## src/rtl/disp_pkg.sv

```systemverilog
// disp_pkg: shared display constants and scanner FSM state type.
// Holds the segment width, the "all segments off" pattern, segment bit
// positions inside one digit byte, and the IDLE/BLANK/DRIVE state enum.
package disp_pkg;
    localparam int SEG_W = 8;
    localparam logic [SEG_W-1:0] SEG_OFF = 8'hFF;
    localparam int SEG_A = 0;
    localparam int SEG_B = 1;
    localparam int SEG_C = 2;
    localparam int SEG_D = 3;
    localparam int SEG_E = 4;
    localparam int SEG_F = 5;
    localparam int SEG_G = 6;
    localparam int SEG_DP = 7;
    typedef enum logic [1:0] {IDLE, BLANK, DRIVE} scan_state_t;
endpackage

```

## src/rtl/anode_scanner_if.sv

```systemverilog
// anode_scanner_if: display-data side and pin side of the anode scanner.
// master drives en/digit_en/seg_in and observes the pins; slave is the
// scanner, producing an_n (active-low anodes), seg_n (active-low segments),
// sel (slot index) and frame_tick (end-of-frame pulse).
interface anode_scanner_if #(
    parameter int N_DIGITS = 4
);
    import disp_pkg::*;
    localparam int SEL_W = (N_DIGITS > 1) ? $clog2(N_DIGITS) : 1;
    logic                      en;
    logic [N_DIGITS-1:0]       digit_en;
    logic [N_DIGITS*SEG_W-1:0] seg_in;
    logic [N_DIGITS-1:0]       an_n;
    logic [SEG_W-1:0]          seg_n;
    logic [SEL_W-1:0]          sel;
    logic                      frame_tick;
    modport master (
        output en, digit_en, seg_in,
        input  an_n, seg_n, sel, frame_tick
    );
    modport slave (
        input  en, digit_en, seg_in,
        output an_n, seg_n, sel, frame_tick
    );
endinterface

```

## src/rtl/onehot_n_dec.sv

```systemverilog
// onehot_n_dec: active-low binary to one-hot decoder with blanking.
// Ports: idx (binary select), blank (forces all outputs high),
// y_n (active-low one-hot of idx, or all ones when blanked).
module onehot_n_dec #(
    parameter int SEL_W    = 2,
    parameter int N_DIGITS = 4
) (
    input  logic [SEL_W-1:0]    idx,
    input  logic                blank,
    output logic [N_DIGITS-1:0] y_n
);
    always_comb y_n = blank ? '1 : ~(N_DIGITS'(1) << idx);
endmodule

```

## src/rtl/anode_scanner.sv

```systemverilog
// anode_scanner: time-multiplexed common-anode seven-segment scanner.
// Ports: clk, rst (sync, active-high), bus (anode_scanner_if.slave):
// en/digit_en/seg_in in, registered an_n/seg_n/sel/frame_tick out.
// A prescaler (cnt) times each digit slot; the first BLANK_CYCLES of every
// slot keep all anodes off to suppress ghosting.
module anode_scanner
    import disp_pkg::*;
#(
    parameter int N_DIGITS     = 4,
    parameter int PRESCALE     = 100000,
    parameter int BLANK_CYCLES = 0
) (
    input  logic           clk,
    input  logic           rst,
    anode_scanner_if.slave bus
);
    localparam int SEL_W = (N_DIGITS > 1) ? $clog2(N_DIGITS) : 1;
    localparam int CNT_W = $clog2(PRESCALE);
    localparam logic [CNT_W-1:0] CNT_MAX = CNT_W'(PRESCALE - 1);
    localparam logic [SEL_W-1:0] SLOT_MAX = SEL_W'(N_DIGITS - 1);

    scan_state_t       state, state_nx, cur;
    logic [CNT_W-1:0]  cnt, cnt_nx;
    logic [SEL_W-1:0]  slot, slot_nx;
    logic              wrap, lit;
    logic [SEG_W-1:0]  seg_sel;
    logic [N_DIGITS-1:0] an_dec;

    // state tracks the phase of the current cnt; IDLE means cnt was just
    // reset to 0, so its phase is the one a fresh slot starts in.
    always_comb begin
        cur      = (state == IDLE) ? ((BLANK_CYCLES > 0) ? BLANK : DRIVE) : state;
        wrap     = cnt == CNT_MAX;
        cnt_nx   = wrap ? '0 : cnt + 1'b1;
        slot_nx  = wrap ? ((slot == SLOT_MAX) ? '0 : slot + 1'b1) : slot;
        state_nx = !bus.en ? IDLE : ((int'(cnt_nx) < BLANK_CYCLES) ? BLANK : DRIVE);
        lit      = (cur == DRIVE) && bus.digit_en[slot];
        seg_sel  = bus.seg_in[SEG_W*slot +: SEG_W];
    end

    always_ff @(posedge clk)
        state <= rst ? IDLE : state_nx;

    onehot_n_dec #(.SEL_W(SEL_W), .N_DIGITS(N_DIGITS)) u_dec (
        .idx  (slot),
        .blank(!lit),
        .y_n  (an_dec)
    );

    // Outputs are registered from this cycle's (cnt, slot, inputs).
    always_ff @(posedge clk) begin
        if (rst || !bus.en) begin
            cnt            <= '0;
            slot           <= '0;
            bus.an_n       <= '1;
            bus.seg_n      <= SEG_OFF;
            bus.sel        <= '0;
            bus.frame_tick <= 1'b0;
        end else begin
            cnt            <= cnt_nx;
            slot           <= slot_nx;
            bus.an_n       <= an_dec;
            bus.seg_n      <= lit ? ~seg_sel : SEG_OFF;
            bus.sel        <= slot;
            bus.frame_tick <= wrap && (slot == SLOT_MAX);
        end
    end
endmodule

```

## src/flat_wrapper.sv

```systemverilog
// flat-port wrapper written by rule: the top's interface ports become plain ports
module anode_scanner_flat import disp_pkg::*;
#(
    parameter int N_DIGITS     = 4,
    parameter int PRESCALE     = 100000,
    parameter int BLANK_CYCLES = 0
)
  (clk, rst, bus_en, bus_digit_en, bus_seg_in, bus_an_n, bus_seg_n, bus_sel, bus_frame_tick);
  anode_scanner_if #(.N_DIGITS(N_DIGITS)) bus_i ();
  input  logic clk;
  input  logic rst;
  input wire logic [$bits(bus_i.en)-1:0] bus_en;
  input wire logic [$bits(bus_i.digit_en)-1:0] bus_digit_en;
  input wire logic [$bits(bus_i.seg_in)-1:0] bus_seg_in;
  output wire logic [$bits(bus_i.an_n)-1:0] bus_an_n;
  output wire logic [$bits(bus_i.seg_n)-1:0] bus_seg_n;
  output wire logic [$bits(bus_i.sel)-1:0] bus_sel;
  output wire logic [$bits(bus_i.frame_tick)-1:0] bus_frame_tick;
  assign bus_i.en = bus_en;
  assign bus_i.digit_en = bus_digit_en;
  assign bus_i.seg_in = bus_seg_in;
  assign bus_an_n = bus_i.an_n;
  assign bus_seg_n = bus_i.seg_n;
  assign bus_sel = bus_i.sel;
  assign bus_frame_tick = bus_i.frame_tick;
  anode_scanner #(.N_DIGITS(N_DIGITS), .PRESCALE(PRESCALE), .BLANK_CYCLES(BLANK_CYCLES)) u_core (.clk(clk), .rst(rst), .bus(bus_i));
endmodule
```

## config.mk

```make
export PLATFORM = sky130hd
export DESIGN_NAME = anode_scanner_flat
export DESIGN_NICKNAME = d
export VERILOG_FILES = /design/src/rtl/disp_pkg.sv /design/src/rtl/anode_scanner_if.sv /design/src/rtl/onehot_n_dec.sv /design/src/rtl/anode_scanner.sv /design/src/flat_wrapper.sv
export SDC_FILE = /design/constraint.sdc
export NUM_CORES = 1
export LEC_CHECK = 0
export BUFFER_PORTS_ARGS = -buffer_cell sky130_fd_sc_hd__buf_2
export CAP_MARGIN = 20
export CORE_MARGIN = 8
export CORE_UTILIZATION = 35
export DETAILED_ROUTE_END_ITERATION = 16
export GPL_TIMING_DRIVEN = 0
export SLEW_MARGIN = 20
export SYNTH_ARGS = -nofsm -noshare
export SYNTH_HDL_FRONTEND = slang
export SYNTH_SLANG_ARGS = --single-unit
```

## constraint.sdc

```tcl
create_clock -name clk -period 3.3 [get_ports clk]
set_input_delay 0.495 -clock clk [delete_from_list [all_inputs] [get_ports clk]]
set_output_delay 0.495 -clock clk [all_outputs]
set_load 0.1 [all_outputs]
```

==> impl_metrics.csv, run 1 <==
group,metric,value,unit
logic_synthesis,synth_top_family_by_area,"simple AND/OR/NAND/NOR gates",
logic_synthesis,syn_inst,146,
setup_path,crit_required,3.48,ns
routing,dr.first_iter.drc_count,94,
timing,drv_slew,0,
timing,timing.fmax,492.1,MHz
clock_network,h-tree-depth,2,
logic_synthesis,synth_compound_area_frac,0.02301,
timing,post-route-period-util,0.6158,
setup_path,cp-end-kind,"flop",
placed_design,routabilityCongestion,0.7740,
power_and_ir_drop,seq_power_share,0.520,
global_routing,grt_max_degree,11,
finish,num_antenna_cells,0,
logic_synthesis,synth_warnings,0,
logic_synthesis,yosys.area.top_type,"dfxtp_1",
logic_synthesis,yosysSeqAreaShare,0.4470,
global_routing,antenna_found_initial,0,
setup_path,endpoint,"u_core.cnt[6]",
power_and_ir_drop,switching_share,0.2351,
timing,setup_violations,0,
clock_network,post-cts-setup-buffers,0,
global_routing,overflow,0,
logic_synthesis,synthTopCellsByArea,"dfxtp_1 45%, mux4_2 13%, nor2_1 4.9%",
setup_path,cp_max_fo,10,
power_and_ir_drop,internal-power,0.0006123,W
logic_synthesis,synth_simple_gate_area_share,0.2334,
logic_synthesis,synth_ff_type,"dfxtp_1",
finish,areaGrowthSynthToFinish,27.69,%
routing,via_per_inst,4.811,
finish,drive_gt1_frac,0.3768,
logic_synthesis,ys_ff_latch,34,
clock_network,clockRootBuffer,"clkbuf_8",
timing,post-route-min-period,2.032,ns
finish,fillers,421,
setup_path,worstReg2RegStart,"u_core.cnt[0]",
finish,nets,250,
power_and_ir_drop,peakVddDrop,0.2241,mV
logic_synthesis,synthMuxAreaShare,0.1463,
logic_synthesis,ys_types,33,
setup_path,startpoint,"u_core.cnt[0]",
logic_synthesis,netlist_top_cells_count,"34 x dfxtp_1, 20 x nor2_1, 15 x nand2_1",
timing,worst_pin_slew,0.6682,ns
finish,multi_input_area,780.7,sq um
clock_network,clk_pin_slew_worst_paths,0.06,ns
timing,finalClockSkew,0.006947,ns
logic_synthesis,syn_area,1523,sq um
power_and_ir_drop,switching_power,0.0001882,W
timing,fin_setup_tns,0,ns
logic_synthesis,synth_nets,190,
floorplanning,start_util,0.3571,
setup_path,reg2reg_depth,7,
floorplanning,die_area,6717,sq um
status,status,"finished clean",
finish,utilization,0.4560,
routing,wl_per_cell,12.92,microns
timing,maxSlewHeadroom,0.5545,
power_and_ir_drop,p_per_area,411.7,nW/um^2
placed_design,hpwl,2600,microns
clock_network,clk_latency,0.29,ns
clock_network,hold_buffers,0,
routing,ant_nets,0,
power_and_ir_drop,p_leak,0.7278,nW
routing,vias,1246,
floorplanning,core_area,4264,sq um
logic_synthesis,synth_fa_ha_area_frac,0.04108,
clock_network,cts_buffers,5,
finish,regArea,680.7,sq um
floorplanning,pin_count,54,
placed_design,port_buffers,53,
clock_network,cts_tree,"yes",
floorplanning,die_y,81.96,microns
job,maxCapViolCount,0,
min_path,hold_path_class,"reg -> reg",
routing,post-route-drc-count,0,
global_routing,grt_pass1_vias,1341,
floorplanning,rows,24,
timing,rsz0062_at_grt,"false",
clock_network,cts_resized,0,
logic_synthesis,synth_top_area_frac,0.4470,
logic_synthesis,synth_edf_count,0,
global_routing,grt.total_usage,0.1107,
clock_network,cts.sinks,34,
global_routing,grt_pass1_wl,5768,microns
timing,hold_violations,0,
setup_path,rr_endpoint,"u_core.cnt[6]",
setup_path,worst_ep_arrival_time,2.21,ns
setup_path,critPathKind,"reg -> reg",
setup_path,ff2ff_setup_slack,1.27,ns
power_and_ir_drop,power_frac_clock,0.394,
clock_network,ctsLongestPathBuffers,2,
power_and_ir_drop,combinationalPowerShare,0.086,
floorplanning,die-width,81.96,microns
routing,drt_wl_total,3347,microns
logic_synthesis,async_reset_ff_frac,0,
logic_synthesis,synth_xor_area_frac,0.06902,
routing,dr.pass1.iters,4,
setup_path,start_kind,"flop",
logic_synthesis,post-synth-top-count-cell,"dfxtp_1",
logic_synthesis,avgSynthCellArea,10.43,sq um
## through the flow
stage	setup WS, ns	std cells	total power [W]	area [sq um]	hold WS, ns
3_3_place_gp	1.301	251	0.0004938	1853	0.4465
3_5_place_dp	1.260	251	0.0004949	1853	0.4535
4_1_cts	1.251	259	0.0008113	1944	0.4688
2_1_floorplan	1.525	146	0.0004671	1523	0.4296
6_report	1.268	259	0.0008005	1944	0.4675
5_1_grt	1.117	259	0.0008348	1944	0.4813
## kinds of logic (layout without fill, tap and decap cells)
kind of cell             after synthesis  after routing
multiplexers                          11             11
buffers and inverters                 11             72
adder cells (fa/ha/maj)                5              5
XOR/XNOR                              12             12
AND/OR/NAND/NOR                       67             67
flip-flops                            34             34
AO/OA/AOI/OAI                          6              6
## metal layers
metal	share of wire	global-route usage
met5	0	0
met4	0.015	0.04211
met3	0.089	0.06893
met2	0.42	0.1539
met1	0.48	0.1347
## worst max-delay path: stages (launching register included)
cell and delay [ns]:
dfxtp_1 0.38, ha_1 0.24, nand4_1 0.29, nor4_4 0.51
nand2b_1 0.18, buf_6 0.13, buf_6 0.14, nor2_1 0.05
## sequential cells by signal, indices dropped and copies added (netlist names)
name                   cells
u_core.bus.frame_tick      1
u_core.bus.seg_n           8
u_core.slot                2
u_core.cnt                17
u_core.bus.an_n            4
u_core.bus.sel             2
## layout by cell type (no fill, tap or decap), types with 2 or more instances in the layout
| cell type | Yosys | layout |
|---|---|---|
| mux4_2 | 9 | 9 |
| clkbuf_8 | 0 | 6 |
| buf_2 | 0 | 53 |
| nand2_1 | 15 | 15 |
| o31ai_1 | 2 | 2 |
| mux2i_1 | 2 | 2 |
| clkbuf_1 | 2 | 3 |
| dfxtp_1 | 34 | 34 |
| nand3_1 | 6 | 6 |
| xor2_1 | 6 | 6 |
| ha_1 | 5 | 5 |
| nand2b_1 | 2 | 2 |
| nor2_1 | 20 | 20 |
| inv_1 | 4 | 4 |
| nand4_1 | 7 | 7 |
| nor4_1 | 3 | 3 |
| buf_6 | 2 | 2 |
| or4_1 | 3 | 3 |
| xnor2_1 | 6 | 6 |
| a21oi_1 | 3 | 3 |
## cell type report
cell class | instances | area share
flip-flops and latches | 34 | 0.3501
clock inverters | 1 | 0.002574
well taps | 52 | 0.03346
clock buffers | 7 | 0.04440
inverters | 4 | 0.007722
multi-input cells | 101 | 0.4015
repair buffers | 53 | 0.1364
plain buffers | 7 | 0.02381
## power groups by stage
stage	logic, W	clock network, W	registers, W
detailed placement	0.0000694	0	0.000426
global placement	0.0000684	0	0.000425
floorplan	0.0000189	0	0.000448
CTS	0.0000694	0.000326	0.000416
finish	0.0000686	0.000316	0.000416
global route	0.0000733	0.000345	0.000416
## worst min-delay path by stage
| stage | startpoint | to | slack [ns] | cells after the start |
|---|---|---|---|---|
| global route | u_core.cnt[0] | u_core.cnt[0] | 0.48 | 1 |
| CTS | u_core.cnt[0] | u_core.cnt[0] | 0.47 | 1 |
| finish | u_core.cnt[0] | u_core.cnt[0] | 0.47 | 1 |
| detailed placement | u_core.cnt[0] | u_core.cnt[0] | 0.45 | 1 |
| floorplan | u_core.cnt[0] | u_core.cnt[0] | 0.43 | 1 |
| global placement | u_core.cnt[0] | u_core.cnt[0] | 0.45 | 1 |
(Power assumes the default switching activity.)
==> run 2, diff against run 1 <==
==> constraint.sdc (replaced) <==
create_clock -name clk -period 2 [get_ports clk]
set_input_delay 0.3 -clock clk [delete_from_list [all_inputs] [get_ports clk]]
set_output_delay 0.3 -clock clk [all_outputs]
set_load 0.1 [all_outputs]
==> run 2 against run 1 <==
- sequential share of layout area decreased by 0.16 points
- critical path type unchanged
- worst hold slack worse by 0.12 ns
- core utilization grew 0.21 points
- setup slack worse by 1.1 ns
- sequential power rose by 65%
- critical endpoint unchanged
- critical path depth stayed put
- largest power group unchanged
- largest cell class unchanged
- highest routed layer unchanged
- via count grew 0.72%
- count of clock-buffer cells in the layout is the same
==> impl_metrics.csv, run 2 (synthesis results as in run 1) <==
group,metric,value,unit
global_routing,grt.total_usage,0.1107,
floorplanning,die_y,81.96,microns
global_routing,grt_max_degree,11,
setup_path,reg2reg_depth,7,
setup_path,startpoint,"u_core.cnt[0]",
finish,drive_gt1_frac,0.3846,
timing,fin_setup_tns,0,ns
routing,dr.first_iter.drc_count,84,
setup_path,critPathKind,"reg -> reg",
clock_network,cts_buffers,5,
finish,final_cells,260,
setup_path,worst_ep_arrival_time,2.05,ns
finish,layout.cells.most_common,"buf_2",
routing,dr.pass1.iters,4,
clock_network,cts.sinks,34,
finish,fillers,420,
floorplanning,core_area,4264,sq um
floorplanning,pin_count,54,
setup_path,ff2ff_setup_slack,0.13,ns
finish,largest_reg_flops,17,
status,status,"finished clean",
finish,top_register,"u_core.cnt",
routing,vias,1255,
power_and_ir_drop,p_leak,0.7367,nW
routing,via_per_inst,4.827,
finish,nets,251,
setup_path,cp_max_fo,10,
floorplanning,start_util,0.3571,
timing,post-route-min-period,1.874,ns
power_and_ir_drop,p_per_area,676.7,nW/um^2
timing,maxSlewHeadroom,0.6704,
finish,utilization,0.4580,
global_routing,antenna_found_initial,0,
global_routing,grt_pass1_wl,5768,microns
min_path,min_to,"u_core.bus.sel[1]",
clock_network,cts_tree,"yes",
min_path,hold_path_class,"in -> reg",
setup_path,crit_required,2.18,ns
floorplanning,rows,24,
timing,worst_pin_slew,0.4978,ns
routing,drt_wl_total,3334,microns
finish,top_regs,"u_core.cnt: 17 flops, u_core.bus.seg_n: 8 flops, u_core.bus.an_n: 4 flops",
timing,rsz0062_at_grt,"false",
setup_path,worstReg2RegStart,"u_core.cnt[0]",
timing,hold_violations,0,
global_routing,grt_pass1_vias,1349,
timing,fin_ws,0.1259,ns
floorplanning,die_area,6717,sq um
timing,setup_violations,0,
setup_path,cp-end-kind,"flop",
finish,num_antenna_cells,0,
global_routing,overflow,0,
routing,wl_per_cell,12.82,microns
timing,post-route-period-util,0.9371,
timing,finalClockSkew,0.007784,ns
timing,timing.fmax,533.6,MHz
placed_design,hpwl,2600,microns
timing,drv_slew,0,
clock_network,clk_latency,0.29,ns
placed_design,routabilityCongestion,0.7740,
clock_network,hold_buffers,0,
min_path,hold_start,"bus_en",
clock_network,clockRootBuffer,"clkbuf_8",
placed_design,port_buffers,53,
job,maxCapViolCount,0,
placed_design,pre_cts_ws,-0.04029,ns
setup_path,rr_endpoint,"u_core.cnt[6]",
floorplanning,die-width,81.96,microns
routing,ant_nets,0,
setup_path,start_kind,"flop",
placed_design,dp_cells,251,
clock_network,h-tree-depth,2,
clock_network,ctsLongestPathBuffers,2,
finish,mostFrequentLayoutCells,"53 x buf_2, 34 x dfxtp_1, 20 x nor2_1",
clock_network,clk_pin_slew_worst_paths,0.07,ns
min_path,hold_depth,3,
power_and_ir_drop,peakVddDrop,0.3589,mV
finish,areaGrowthSynthToFinish,28.27,%
routing,post-route-drc-count,0,
-- run 2: changes by cell type in the layout (fill, tap and decap cells not counted), sizes merged --
cell / change
clkbuf: +1
-- run 2: power breakdown --
| group | total, W | internal, W | switching, W |
|---|---|---|---|
| Combinational | 0.000113 | 0.0000488 | 0.0000645 |
| Clock | 0.000522 | 0.000278 | 0.000244 |
| Sequential | 0.000687 | 0.000684 | 0.00000288 |
| Total | 0.00132 | 0.00101 | 0.000311 |
-- run 2: metal layers --
metal | vias to the layer above | routed length [microns] | global-route usage
met2 | 51 | 1363 | 0.1539
li1 | 638 | - | -
met1 | 560 | 1602 | 0.1347
met4 | 0 | 50 | 0.04211
met5 | - | 0 | 0
met3 | 6 | 317 | 0.06893
-- run 2: critical path, stage by stage (launching register included) --
cell	delay, ns
dfxtp_1	0.38
ha_1	0.25
nand4_1	0.29
nor4_4	0.37
nand2b_1	0.16
buf_6	0.13
buf_6	0.14
nor2_1	0.05
-- run 2: how the worst max path moves through the flow --
stage | to | cells after the start
2_1_floorplan | u_core.cnt[14] | 6
3_3_place_gp | u_core.cnt[5] | 7
3_5_place_dp | u_core.cnt[6] | 7
4_1_cts | u_core.cnt[6] | 7
5_1_grt | u_core.cnt[5] | 7
6_report | u_core.cnt[6] | 7
-- run 2: repair_timing --
item	CTS	global route
buffers inserted	1	0
endpoints found under the hold margin	0	0
pin swaps	1	1
resized for setup	0	1
setup endpoints to repair	10	5
-- run 2: layout make-up --
type / instances / area (sq um) / area share
buffer: 7 / 47.55 / 0.02434
clock buffer: 7 / 86.33 / 0.04420
sequential: 34 / 680.7 / 0.3485
timing repair buffer: 54 / 272.8 / 0.1397
clock inverter: 1 / 5.005 / 0.002562
multi-input combinational: 101 / 780.7 / 0.3997
tap: 52 / 65.06 / 0.03331
inverter: 4 / 15.01 / 0.007687
-- run 2: metrics by stage --
step | cell area, sq um | power (W) | hold WS [ns]
6_report | 1953 | 0.001322 | 0.3448
5_1_grt | 1953 | 0.001377 | 0.3520
4_1_cts | 1952 | 0.001339 | 0.3295
3_5_place_dp | 1853 | 0.0008166 | 0.4535
3_3_place_gp | 1853 | 0.0008148 | 0.4465
2_1_floorplan | 1523 | 0.0007707 | 0.4296
